===== config.mk =====
export PLATFORM = sky130hd
export DESIGN_NAME = writeback_arbiter
export DESIGN_NICKNAME = d
export VERILOG_FILES = /design/src/rtl/writeback_arbiter.sv
export SDC_FILE = /design/constraint.sdc
export NUM_CORES = 1
export LEC_CHECK = 0
export ABC_AREA = 1
export CELL_PAD_IN_SITES_DETAIL_PLACEMENT = 2
export CELL_PAD_IN_SITES_GLOBAL_PLACEMENT = 2
export CORE_ASPECT_RATIO = 0.9
export CORE_MARGIN = 2
export CORE_UTILIZATION = 26
export DETAILED_ROUTE_END_ITERATION = 8
export PLACE_DENSITY_LB_ADDON = 0.15
export SLEW_MARGIN = 30
export SYNTH_ARGS = -nofsm -noshare
export SYNTH_HDL_FRONTEND = slang
export SYNTH_SLANG_ARGS = --single-unit

===== constraint.sdc =====
create_clock -name clock -period 2.5 [get_ports clock]
set_input_delay 0.625 -clock clock [delete_from_list [all_inputs] [get_ports clock]]
set_output_delay 0.625 -clock clock [all_outputs]
set_load 0.03 [all_outputs]

===== src/rtl/writeback_arbiter.sv =====
`default_nettype none
// ============================================================================
// Module   : writeback_arbiter
// Purpose  : Shares the register-file write port and the rstatus write port
//            between the W pipeline stage and the multicycle multiply/divide
//            unit. Multdiv results queue in a DEPTH-entry FIFO and drain when
//            W is idle, when the FIFO is full, or (optional) when an aging
//            guard forces them through.
// Ports    : clock, reset_n (async, active-low)
//            w_*   : W stage write request (rd, data, optional rstatus write)
//            md_*  : multdiv result push (valid/ready handshake)
//            stall_w : W request lost arbitration this cycle
//            q_rd / q_hit : decoder hazard lookup over buffered entries
//            ctrl_* / data_* : registered regfile / rstatus write controls
// Config   : `define WB_STARVE_GUARD_EN enables the starvation age counter.
// Revision : 1.0 - initial release
// ============================================================================
module writeback_arbiter #(
    parameter int DEPTH        = 2,
    parameter int STARVE_LIMIT = 4
) (
    input  logic        clock,
    input  logic        reset_n,
    input  logic        w_valid,
    input  logic [4:0]  w_rd,
    input  logic [31:0] w_data,
    input  logic        w_status_valid,
    input  logic [31:0] w_status_data,
    input  logic        md_valid,
    input  logic [4:0]  md_rd,
    input  logic [31:0] md_data,
    input  logic        md_exception,
    output logic        md_ready,
    output logic        stall_w,
    input  logic [4:0]  q_rd,
    output logic        q_hit,
    output logic        ctrl_writeEnable,
    output logic [4:0]  ctrl_writeReg,
    output logic [31:0] data_writeReg,
    output logic        ctrl_writeStatus,
    output logic [31:0] data_writeStatusReg
);

    localparam int              c_PW       = $clog2(DEPTH);
    localparam int              c_CW       = $clog2(DEPTH + 1);
    localparam logic [c_PW-1:0] c_PTR_LAST = c_PW'(DEPTH - 1);
    localparam logic [c_CW-1:0] c_FULL     = c_CW'(DEPTH);

    logic [4:0]       r_rd_mem  [DEPTH];
    logic [31:0]      r_data_mem[DEPTH];
    logic             r_exc_mem [DEPTH];
    logic [DEPTH-1:0] r_valid;
    logic [c_PW-1:0]  r_wr_ptr;
    logic [c_PW-1:0]  r_rd_ptr;
    logic [c_CW-1:0]  r_count;

    logic w_push;
    logic w_md_grant;
    logic w_w_grant;
    logic w_force_md;
    logic w_empty;
    logic w_full;

    assign w_empty    = (r_count == '0);
    assign w_full     = (r_count == c_FULL);
    assign md_ready   = ~w_full;
    assign w_push     = md_valid & md_ready;

    // A fresh push is not visible to arbitration: grant looks only at r_count.
    assign w_md_grant = ~w_empty & (~w_valid | w_full | w_force_md);
    assign w_w_grant  = w_valid & ~w_md_grant;
    assign stall_w    = w_valid & ~w_w_grant;

`ifdef WB_STARVE_GUARD_EN
    localparam int c_AW = $clog2(STARVE_LIMIT + 1);

    logic [c_AW-1:0] r_age;

    always_ff @(posedge clock or negedge reset_n) begin
        if (!reset_n) begin
            r_age <= '0;
        end else if (w_md_grant || w_empty) begin
            r_age <= '0;
        end else if (w_w_grant) begin
            r_age <= r_age + 1'b1;
        end
    end

    assign w_force_md = (r_age == c_AW'(STARVE_LIMIT));
`else
    // No guard: the head is never forced (the limit only matters with the guard).
    assign w_force_md = (STARVE_LIMIT < 0);
`endif

    // Entry storage carries no reset; r_valid/r_count define what is live.
    always_ff @(posedge clock) begin
        if (w_push) begin
            r_rd_mem[r_wr_ptr]   <= md_rd;
            r_data_mem[r_wr_ptr] <= md_data;
            r_exc_mem[r_wr_ptr]  <= md_exception;
        end
    end

    always_ff @(posedge clock or negedge reset_n) begin
        if (!reset_n) begin
            r_wr_ptr <= '0;
            r_rd_ptr <= '0;
            r_count  <= '0;
            r_valid  <= '0;
        end else begin
            if (w_push) begin
                r_wr_ptr <= (r_wr_ptr == c_PTR_LAST) ? '0 : r_wr_ptr + 1'b1;
            end
            if (w_md_grant) begin
                r_rd_ptr <= (r_rd_ptr == c_PTR_LAST) ? '0 : r_rd_ptr + 1'b1;
            end
            // The pushed slot can never be the popped slot: push needs a
            // non-full FIFO and pop a non-empty one, so pointers differ or
            // the FIFO is empty (no pop).
            for (int i = 0; i < DEPTH; i++) begin
                if (w_push && (r_wr_ptr == c_PW'(i))) begin
                    r_valid[i] <= 1'b1;
                end else if (w_md_grant && (r_rd_ptr == c_PW'(i))) begin
                    r_valid[i] <= 1'b0;
                end
            end
            case ({w_push, w_md_grant})
                2'b10:   r_count <= r_count + 1'b1;
                2'b01:   r_count <= r_count - 1'b1;
                default: r_count <= r_count;
            endcase
        end
    end

    always_comb begin
        q_hit = 1'b0;
        for (int i = 0; i < DEPTH; i++) begin
            if (r_valid[i] && (r_rd_mem[i] == q_rd) && (q_rd != 5'd0)) begin
                q_hit = 1'b1;
            end
        end
    end

    // Registered write port: enables pulse for exactly one cycle per grant,
    // data holds its last value between grants.
    always_ff @(posedge clock or negedge reset_n) begin
        if (!reset_n) begin
            ctrl_writeEnable    <= 1'b0;
            ctrl_writeReg       <= 5'd0;
            data_writeReg       <= 32'd0;
            ctrl_writeStatus    <= 1'b0;
            data_writeStatusReg <= 32'd0;
        end else if (w_md_grant) begin
            ctrl_writeEnable    <= (r_rd_mem[r_rd_ptr] != 5'd0);
            ctrl_writeReg       <= r_rd_mem[r_rd_ptr];
            data_writeReg       <= r_data_mem[r_rd_ptr];
            ctrl_writeStatus    <= r_exc_mem[r_rd_ptr];
            data_writeStatusReg <= {31'd0, r_exc_mem[r_rd_ptr]};
        end else if (w_w_grant) begin
            ctrl_writeEnable    <= (w_rd != 5'd0);
            ctrl_writeReg       <= w_rd;
            data_writeReg       <= w_data;
            ctrl_writeStatus    <= w_status_valid;
            data_writeStatusReg <= w_status_data;
        end else begin
            ctrl_writeEnable    <= 1'b0;
            ctrl_writeStatus    <= 1'b0;
        end
    end

endmodule
`default_nettype wire


==> flow_summary.ini <==
[outcome]
run_status = finished, final reports clean

[timing]
worst_slew_pin_slew_ps = 676
finalHoldViolCount = 0
timing.final.crit_period_ps = 2400
final_min_period_over_clock_period_pct = 96.2
fmaxAchievable_ghz = 0.416
slew_violations = 0
headroom_to_the_max_slew_limit_pct = 54.9
setup_viol = 0
post-route-worst-setup-slack_ps = 95.9
fin_setup_tns_ps = 0
rsz0062_at_grt = no
finClkSkew_ps = 7.58

[floorplan]
design.core.area_um2 = 24100
floorplan.die_area_um2 = 25500
ioPinCount = 191
starting_density_pct = 26.2
die_wd_um = 168
die_h_um = 152
row_count = 54

[final_layout]
fillCellCount = 2560
finalNetCount = 937
final_core_utilization_pct = 38.2
drive_gt1_share_pct = 6.73
antenna_cells_inserted = 0
area_delta_synth_final_pct = 45.5

[power_and_ir_drop]
ir_worst_vdd_uv = 425
leakage_nw = 4.07
pwr_per_cell_area_nw_per_um2 = 1210
total_power_w = 0.0111

[global_route]
grt_remaining_overflow = 0
grt_overall_usage_pct = 15.8
grt_pass1_wl_um = 31500
first_global_vias = 5815
grt_antenna_before_repair = 3
grt_max_degree = 56

[drt]
drcViolationCount = 0
drtAntennaViolNets = 0
num_vias = 5107
drt_iter0_drc = 189
finalWirelength_um = 19500
drt_pass1_iterations = 6
routed_via_density = 4.48
wl_per_cell_um = 17.1

[worst_hold_path]
hold_class = in -> async

[critical_path]
critical_path.reg2reg.startpoint = r_count[0]
worst-endpoint-arrival_ps = 1780
reg2reg_setup_slack_ps = 720
worst-endpoint-required_ps = 1880
cpPeakStageDelay_ps = 540
r2r.worst_path.cells = 7
endpoint_kind = output pin
setup.worst_path.class = in -> out
critical_path_peak_fanout = 4
timing.critical_path.slowest_stage_cell = sky130_fd_sc_hd__clkdlybuf4s50_1
cp_cell_sequence = clkdlybuf4s50_1, inv_1, o21ai_1, nor2_2, nand4_1, nand2_1, buf_4
critical_path.reg2reg.endpoint = r_count[1]
setup.worst_path.start_class = input port

[synth]
post_synth_inst_count = 626
synth_cell_types = 22
seq_area_frac_synth_pct = 66.7
synth_seq_cells = 153
syn_area_per_cell_um2 = 10.1
netlist_area_before_placement_um2 = 6310
net_count_after_synthesis = 744
synthesis.yosys.warnings = 0

[cts]
clock_sinks = 153
cts.path.max_buffers = 2
cts_buffers = 17
htree_num_levels = 4
worst_setup_hold_path_clk_slew_ps = 60
clk_latency_ps = 430
cts-root-buf = sky130_fd_sc_hd__clkbuf_16
tritoncts = built

[place]
dp_hpwl_um = 13900
placement.io_buffers = 190
gpl.final_weighted_congestion = 0.810
worst_slack_at_placement_ps = 59.2

[run]
maxCapViolCount = 0
==> worst max path at each step <==
stage                        to  startpoint  slack (ps)  depth (start not counted)
4_1_cts                md_ready  r_count[0]          40                          3
3_3_place_gp              q_hit     q_rd[0]         130                          8
6_report                  q_hit     q_rd[2]         100                          7
3_5_place_dp              q_hit     q_rd[1]          60                          8
2_1_floorplan  r_data_mem[1][0]  r_count[0]         220                          4
5_1_grt                   q_hit     q_rd[2]          10                          7
==> cells in the mapped netlist (all sizes together) <==
cell    count  share of area (%)
nand2     282                 17
xnor2       2               0.28
ha          1               0.20
nor2       17                1.1
dfrtp      77                 31
a21oi       4               0.32
nand4       3               0.30
clkinv      1              0.059
o21ai      43                3.4
edfxtp     76                 36
o211ai      4               0.48
a22o       31                4.3
nand3       3               0.24
clkbuf     10               0.59
inv        51                3.0
nand3b      2               0.24
buf        19                1.8
==> cells by family (layout without fill, tap and decap cells) <==
family          Yosys count  count (layout)  synth area share, %
simple gates            307             307                 18.8
flops                   153             153                 66.7
compound gates           82              82                 8.51
buf+inv                  81             287                 5.49
xor+xnor                  2               2                0.278
fa+ha+maj                 1               1                0.198
==> flip-flops by register name (all words and copies together) (netlist names) <==
name                 count
ctrl_writeEnable         1
ctrl_writeReg            5
ctrl_writeStatus         1
data_writeReg           32
data_writeStatusReg     32
r_count                  2
r_data_mem              64
r_exc_mem                2
r_rd_mem                10
r_rd_ptr                 1
r_valid                  2
r_wr_ptr                 1
==> cells in the final DEF, fill, tap and decap left out, types with 2 or more instances in the layout <==
cell type,n
sky130_fd_sc_hd__nand2_1,280
sky130_fd_sc_hd__clkdlybuf4s50_1,182
sky130_fd_sc_hd__dfrtp_1,76
sky130_fd_sc_hd__edfxtp_1,76
sky130_fd_sc_hd__inv_1,49
sky130_fd_sc_hd__o21ai_0,42
sky130_fd_sc_hd__a22o_1,31
sky130_fd_sc_hd__clkbuf_16,17
sky130_fd_sc_hd__nor2_1,13
sky130_fd_sc_hd__buf_4,12
sky130_fd_sc_hd__clkinv_4,5
sky130_fd_sc_hd__dlymetal6s2s_1,5
sky130_fd_sc_hd__o211ai_1,4
sky130_fd_sc_hd__buf_12,4
sky130_fd_sc_hd__nor2_4,3
sky130_fd_sc_hd__nand3_1,3
sky130_fd_sc_hd__nand4_1,3
sky130_fd_sc_hd__a21oi_1,3
sky130_fd_sc_hd__inv_4,3
sky130_fd_sc_hd__inv_2,2
sky130_fd_sc_hd__nand3b_1,2
sky130_fd_sc_hd__xnor2_1,2
sky130_fd_sc_hd__clkbuf_1,2
sky130_fd_sc_hd__inv_6,2
==> metal layers <==
metal / GRT usage, % / vias to the layer above / routed length, um
li1: - / 2410 / -
met1: 20.3 / 2526 / 9130
met2: 26.2 / 145 / 9030
met3: 5.13 / 20 / 1140
met4: 3.33 / 6 / 164
met5: 0 / - / 35
==> area by class of cell <==
| class | count | area, um2 | share of cell area, % |
|---|---|---|---|
| clock buffer | 20 | 447 | 4.86 |
| clock inverter | 12 | 115 | 1.25 |
| inverter | 52 | 195 | 2.13 |
| multi-input combinational | 392 | 1780 | 19.3 |
| sequential | 153 | 4210 | 45.8 |
| tap | 308 | 385 | 4.20 |
| timing repair buffer | 203 | 2050 | 22.4 |
==> stage by stage <==
stage	hold slack, ps	cell area, um2	std cells
floorplan	329	6320	626
global placement	463	8610	1108
detailed placement	469	8610	1108
CTS	190	9170	1140
global route	208	9180	1140
finish	185	9180	1140
==> power breakdown <==
part,internal (W),switching [W]
sequential,0.00350,0.000465
clock,0.00141,0.00107
combinational,0.00173,0.00291
==> critical path: cells and delay by family <==
kind / cells / cell delay (ps)
AND/OR/NAND/NOR: 3 / 190
buffers and inverters: 3 / 790
AO/OA/AOI/OAI: 1 / 170
==> timing repair <==
item,4_1_cts,5_1_grt
buffers inserted,0,0
endpoints found under the setup margin,0,2
gates resized for setup,0,7
hold buffers,0,0
Power figures use the tool's default switching activity.
